## config.mk

```make
export PLATFORM = sky130hd
export DESIGN_NAME = multi_zone_light_ctrl
export DESIGN_NICKNAME = d
export VERILOG_FILES = /design/src/rtl/multi_zone_light_ctrl.sv
export SDC_FILE = /design/constraint.sdc
export NUM_CORES = 1
export LEC_CHECK = 0
export BUFFER_PORTS_ARGS = -buffer_cell sky130_fd_sc_hd__clkbuf_2
export CAP_MARGIN = 20
export CORE_MARGIN = 2
export CORE_UTILIZATION = 55
export CTS_CLUSTER_SIZE = 8
export DETAILED_ROUTE_END_ITERATION = 10
export PLACE_DENSITY = 0.88
export SETUP_SLACK_MARGIN = 0.15
export SYNTH_ARGS = -nofsm -noshare
export SYNTH_HDL_FRONTEND = slang
export SYNTH_SLANG_ARGS = --single-unit
export TNS_END_PERCENT = 5
```

## constraint.sdc

```tcl
create_clock -name clk -period 5.7 [get_ports clk]
set_clock_uncertainty 0.1 [all_clocks]
set_input_delay 1.14 -clock clk [delete_from_list [all_inputs] [get_ports clk]]
set_output_delay 1.14 -clock clk [all_outputs]
set_load 0.005 [all_outputs]
```

## src/rtl/multi_zone_light_ctrl.sv

```systemverilog
// multi_zone_light_ctrl: per-zone PIR-driven lighting controller.
// Each zone debounces its PIR input, runs an OFF/ON/HOLD state machine with a
// programmable hold-off timer and pre-off warning, and can be overridden
// manually. Daylight blocks only the OFF->ON transition.
//
// Handshake note: this block has no valid/ready interfaces. All inputs are
// sampled on every rising clk edge and all outputs are continuously valid,
// combinational from registered state, override inputs and reset.
module multi_zone_light_ctrl #(
  parameter int ZONES       = 4,
  parameter int HOLD_W      = 16,
  parameter int DEB_LEN     = 3,
  parameter int WARN_CYCLES = 2
) (
  input  logic                       clk,
  input  logic                       reset,
  input  logic [ZONES-1:0]           pir,
  input  logic [HOLD_W-1:0]          hold_time,
  input  logic                       daylight,
  input  logic [ZONES-1:0]           ovr_en,
  input  logic [ZONES-1:0]           ovr_val,
  output logic [ZONES-1:0]           light,
  output logic [ZONES-1:0]           warn,
  output logic [$clog2(ZONES+1)-1:0] occupied_cnt,
  output logic                       any_on,
  output logic [2*ZONES-1:0]         dbg_state
);

  localparam int CNT_W = $clog2(DEB_LEN + 1);
  localparam int OCC_W = $clog2(ZONES + 1);
  localparam logic [CNT_W-1:0]  DEB_MAX  = CNT_W'(DEB_LEN);
  localparam logic [CNT_W-1:0]  DEB_THR  = CNT_W'(DEB_LEN - 1);
  localparam logic [HOLD_W-1:0] WARN_THR = HOLD_W'(WARN_CYCLES);

  typedef enum logic [1:0] {
    ST_OFF  = 2'd0,
    ST_ON   = 2'd1,
    ST_HOLD = 2'd2
  } state_t;

  state_t              r_state     [ZONES];
  state_t              w_state_nxt [ZONES];
  logic [HOLD_W-1:0]   r_timer     [ZONES];
  logic [HOLD_W-1:0]   w_timer_nxt [ZONES];
  logic [CNT_W-1:0]    r_deb       [ZONES];
  logic [ZONES-1:0]    w_qual;
  logic [ZONES-1:0]    w_light;
  logic [ZONES-1:0]    w_warn;
  logic [OCC_W-1:0]    w_occ;

  // Qualification uses the counter value before this edge's update, so the
  // qualifying edge is the one completing DEB_LEN consecutive high samples.
  always_comb begin
    w_qual = '0;
    for (int i = 0; i < ZONES; i++) begin
      w_qual[i] = pir[i] && (r_deb[i] >= DEB_THR);
    end
  end

  // Debounce counters: count consecutive high samples, saturate, clear on low.
  always_ff @(posedge clk or posedge reset) begin
    if (reset) begin
      for (int i = 0; i < ZONES; i++) r_deb[i] <= '0;
    end else begin
      for (int i = 0; i < ZONES; i++) begin
        if (!pir[i])
          r_deb[i] <= '0;
        else if (r_deb[i] != DEB_MAX)
          r_deb[i] <= r_deb[i] + CNT_W'(1);
      end
    end
  end

  // Per-zone state and hold timer registers.
  always_ff @(posedge clk or posedge reset) begin
    if (reset) begin
      for (int i = 0; i < ZONES; i++) begin
        r_state[i] <= ST_OFF;
        r_timer[i] <= '0;
      end
    end else begin
      for (int i = 0; i < ZONES; i++) begin
        r_state[i] <= w_state_nxt[i];
        r_timer[i] <= w_timer_nxt[i];
      end
    end
  end

  // Next-state logic. Retrigger from HOLD ignores daylight; a fresh turn-on
  // from OFF is blocked by it. hold_time is captured only on ON->HOLD.
  always_comb begin
    for (int i = 0; i < ZONES; i++) begin
      w_state_nxt[i] = r_state[i];
      w_timer_nxt[i] = r_timer[i];
      case (r_state[i])
        ST_OFF: begin
          if (w_qual[i] && !daylight) w_state_nxt[i] = ST_ON;
        end
        ST_ON: begin
          if (!pir[i]) begin
            w_state_nxt[i] = ST_HOLD;
            w_timer_nxt[i] = hold_time;
          end
        end
        ST_HOLD: begin
          if (w_qual[i])
            w_state_nxt[i] = ST_ON;
          else if (r_timer[i] == '0)
            w_state_nxt[i] = ST_OFF;
          else
            w_timer_nxt[i] = r_timer[i] - HOLD_W'(1);
        end
        default: begin
          w_state_nxt[i] = ST_OFF;
          w_timer_nxt[i] = '0;
        end
      endcase
    end
  end

  // Output mux: override wins over FSM, reset forces everything dark.
  always_comb begin
    w_light = '0;
    w_warn  = '0;
    for (int i = 0; i < ZONES; i++) begin
      if (!reset) begin
        w_light[i] = ovr_en[i] ? ovr_val[i] : (r_state[i] != ST_OFF);
        w_warn[i]  = !ovr_en[i] && (r_state[i] == ST_HOLD) && (r_timer[i] < WARN_THR);
      end
    end
  end

  // Occupancy count over the final light vector, override included.
  always_comb begin
    w_occ = '0;
    for (int i = 0; i < ZONES; i++) begin
      w_occ = w_occ + OCC_W'(w_light[i]);
    end
  end

  // Debug view of each zone's FSM state, zone i in bits [2i+1:2i].
  always_comb begin
    dbg_state = '0;
    for (int i = 0; i < ZONES; i++) begin
      dbg_state[2*i +: 2] = r_state[i];
    end
  end

  assign light        = w_light;
  assign warn         = w_warn;
  assign occupied_cnt = w_occ;
  assign any_on       = |w_light;

endmodule

```

Word-level counts from Yosys, hierarchy flattened
Cells that the tools add are included.

Add/subtract/negate cells: 11. Magnitude comparators: 8. Eq/ne operators: 36. Multiplexer cells: 56. Bitwise gates (word level): 4. Reductions and logical operators: 42.

Operator list (count): 16-bit 2-to-1 mux (12); 16-bit one-hot mux with 3 select lines (4); 16-bit zero test (4); 16-bit by 2-bit less-than comparator with 1-bit output, second input constant (4); 16-bit by 1-bit subtractor with 16-bit output, second input constant (4); 2-bit 2-to-1 mux (24); 2-bit != test, second input constant (20); 2-bit one-hot mux with 3 select lines (4); 1-bit logical AND (16); 4-bit AND reduction (4); 1-bit 2-to-1 mux (12); 3-bit != test, second input constant (4); 3-bit AND reduction (4); 2-bit by 1-bit adder with 2-bit output, second input constant (4); 2-bit by 1-bit equality test with 1-bit output, second input constant (4); 2-bit equality test, second input constant (4); 2-bit greater-or-equal comparator, second input constant (4); 2-bit zero test (4); 2-bit by 1-bit != test with 1-bit output, second input constant (4); 2-bit nonzero test (4); 1-bit zero test (5); 1-bit inverter (4); 4-bit OR reduction (1); 2-bit by 1-bit adder with 3-bit output (1); other kinds (2) (2).

Bits in registers: 80. Input port bits: 31. Output and inout port bits: 20. Logic and storage cells: 169.

Depth between registers and ports, before layout
Depth in word-level cells: 6. Mapped depth: 9. Mapped depth without buffers: 8.

Worst setup path after synthesis
OpenSTA, ideal clock, no wires.

Path kind: input-to-output. From: in reset. To: out occupied_cnt[1]. Arrival: 4.333 ns. Data required time: 4.460 ns. Setup slack: 0.127 ns. Cell stages on the path: 6. Path buffers: 0. Cell sequence: inv_1 nand2_1 fa_1 inv_1 ha_1 ha_1.

Cells in the longest elaborated chain, start to end: 4. Elaborated cells on any way between the ends: 7. Those cells by class: add/sub: 3; mux: 4.

Ends and longest elaborated chain: from (decl) (RTL line 16) `input logic reset,`; 1-bit 2-to-1 mux (RTL line 126) `if (!reset) begin`; 1-bit by 1-bit adder with 2-bit output (RTL line 137) `w_occ = w_occ + OCC_W'(w_light[i]);`; 2-bit by 1-bit adder with 3-bit output (RTL line 137); 3-bit by 1-bit adder with 3-bit output * (RTL line 137); to (decl) (RTL line 24) `output logic [$clog2(ZONES+1)-1:0] occupied_cnt,`.

Mark *: on every way between the ends. The rest lies on a longest branch, timed or not.

Final worst setup path
From: in ovr_en[3]. To: out occupied_cnt[1].

Cells in the longest elaborated chain, start to end: 3.

Ends and longest elaborated chain: from (decl) (RTL line 20) `input logic [ZONES-1:0] ovr_en,`; 1-bit 2-to-1 mux (RTL line 127) `w_light[i] = ovr_en[i] ? ovr_val[i] : (r_state[i] != ST_OFF);`; 1-bit 2-to-1 mux (RTL line 126); 3-bit by 1-bit adder with 3-bit output (RTL line 137).

No other way between the ends.

==> reports/results.ini <==
[synth]
yosys-mux-area-fraction_pct = 1.000
synth_fa_ha_area_share_pct = 8.359
synth_flop_cell = dfrtp_1
synthTopCellsByArea = dfrtp_1, ha_1, o21ai_0
synth-edff-count = 0
synth_cells = 670
synth_simple_gate_area_share_pct = 21.05
ys_types = 68
avgSynthCellArea_um2 = 8.400
synth_top_family_by_area = compound AO/OA/AOI/OAI gates
synth_area_leader_cell = dfrtp_1
yosysSeqAreaShare_pct = 35.57
synth_xor_area_share_pct = 1.712
synth_nets = 738
syn_area_um2 = 5628
synth-async-reset-ratio_pct = 100.0
synth_compound_area_share_pct = 27.15
yosysWarnings = 0
synth_seq_cells = 80
synth_top_cell_area_share_pct = 35.57

[floorplanning]
fp.coreArea_um2 = 9864
io_pins = 51
die_w_um = 105.2
start_util_pct = 57.05
die_area_um2 = 11060
rows = 36
die_h_um = 105.2

[worst_setup_path]
cp.arrival_ns = 2.95
worstSetupPathType = primary input to output port
cp_data_required_time_ns = 4.46
endpoint_kind = output port
critical_path_peak_fanout = 3
start_kind = primary input

[timing]
hold_viol_final = 0
timing.final.crit_share_pct = 73.43
final.setup.worst_slack_ns = 1.515
slew_headroom_pct = 40.26
setup_viol = 0
rsz0062_at_grt = false
worst_pin_slew_ns = 0.8880
tns_ns = 0
fmax_ghz = 0.2389
drv_slew = 0
final.min_clock_period_ns = 4.185

[power]
intPower_uw = 1797
seqPwrFrac_pct = 26.0
power_density_nw_per_um2 = 615.0
power_frac_clock_pct = 11.8
peakVddDrop_mv = 0.3348
power_frac_comb_pct = 62.2
leakagePower_uw = 0.002699
switchingPower_uw = 1974
switching_share_pct = 52.35
finalPower_uw = 3771

[worst_hold_path]
hold_class = flop to flop

[cts]
cts_resized = 0
htreeDepth = 3
cts.clk_slew.worst_paths_ns = 0.09
cts-root-buf = clkbuf_8
cts.path.max_buffers = 2
tritoncts = built
cts.sinks = 80
clk_latency_ns = 0.36
cts_buffers = 9
hold_buffers = 0
cts_setup_buffers = 0

[layout]
fin_util_pct = 62.16
diodes = 0
ff_latch_area_um2 = 2002
syn_to_final_growth_pct = 8.960
nFillCells = 801
multi_input_area_um2 = 3336
drive_gt1_share_pct = 12.96
nets = 773
final_area_um2 = 6132

[placed_design]
placedInstanceArea_um2 = 5931
port_buffers = 50
dp_hpwl_um = 11500
dp_slack_ns = 1.504
globalplace.congestion = 0.9165

[flow_run]
drv_cap = 0

[global_route]
grt_pass1_wl_um = 26490
grt.total_usage_pct = 30.04
antenna_found_initial = 0
grt_overflow = 0
first_global_vias = 5288
grt_max_degree = 69

[routing]
vias_per_cell = 6.661
drt_iter0_drc = 586
wl_per_cell_um = 19.35
drt_wl_total_um = 16320
first_pass_iters = 6
route.detailed.drc = 0
vias = 5615
ant_nets = 0

[status]
outcome = complete, no violations

sequential cells by signal, indices dropped and copies added (netlist names):
name,count
dbg_state,8
r_deb,8
r_timer,64
synth_stat cells, drive strengths merged (17+ instances only):
| library cell | number |
|---|---|
| dfrtp | 80 |
| and2 | 17 |
| nor2 | 55 |
| inv | 42 |
| a22oi | 23 |
| nand2 | 54 |
| o31ai | 17 |
| nor4 | 21 |
| ha | 36 |
| a21oi | 44 |
| nor3 | 26 |
| clkbuf | 18 |
| o21ai | 108 |
per-stage QoR:
step                      instances  hold WS, ns
final                           843       0.4238
after CTS                       843       0.4207
after detailed placement        827       0.3999
after floorplan                 670       0.3692
after global routing            843       0.4466
after global placement          827       0.3968
worst max-delay path: stages:
cell      delay, ns
clkbuf_2       0.09
o21ai_0        0.40
nand2_1        0.20
fa_1           0.51
inv_1          0.04
ha_1           0.17
ha_1           0.27
clkbuf_2       0.11
routing by layer:
| metal | GRT usage [%] | routed length (um) | vias up | share of wire, % |
|---|---|---|---|---|
| li1 | - | - | 2545 | - |
| met3 | 6.425 | 1627 | 79 | 10 |
| met4 | 16.38 | 937 | 0 | 5.7 |
| met2 | 47.08 | 7473 | 348 | 46 |
| met5 | 0 | 0 | - | 0 |
| met1 | 38.71 | 6278 | 2643 | 38 |
final timing paths:
| check | cells after the start | startpoint | slack (ns) | endpoint |
|---|---|---|---|---|
| worst max-delay path | 8 | ovr_en[3] | 1.51 | occupied_cnt[1] |
| worst min-delay path | 2 | r_timer[14] | 0.42 | r_timer[14] |
| worst max register to register | 7 | dbg_state[1] | 3.11 | r_timer[58] |
| worst min register to register | 2 | r_timer[14] | 0.42 | r_timer[14] |
| max in group asynchronous | 3 | reset | 3.62 | r_timer[3] |
| min in group asynchronous | 2 | reset | 0.72 | r_timer[41] |
cells in the final DEF (no fill, tap or decap), drive strengths merged, types with 3 or more instances in the layout:
cell,instances
ha,36
clkbuf,59
nand2,54
nor2,55
nand2b,3
o31ai,17
o21ai,108
or4,6
inv,44
dfrtp,80
nand4,6
or2,3
a32oi,11
nor4,21
o31a,3
a21oi,44
mux2,5
a31oi,10
nor3,26
and3,6
xnor2,9
or3,4
o2bb2ai,4
and2,17
o21a,7
a22oi,23
nand3,5
layout make-up:
type,count,area share [%]
Clock buffer,9,2.020
Clock inverter,7,1.265
Inverter,42,2.632
Multi-Input combinational cell,520,54.40
Sequential cell,80,32.65
Tap cell,133,2.714
Timing Repair Buffer,52,4.326
cells by family (layout without fill, tap and decap cells):
logic type	after synthesis	after routing
compound gates	247	247
xor+xnor	11	11
fa+ha+maj	37	37
buf+inv	70	110
flops	80	80
mux	5	5
simple gates	220	220
power groups by stage:
stage,Clock [uW],Combinational (uW),Sequential (uW)
CTS,444,2290,971
global route,470,2570,1010
floorplan,0,1780,928
global placement,0,2180,956
detailed placement,0,2270,981
finish,445,2350,981
Power figures use the tool's default switching activity.
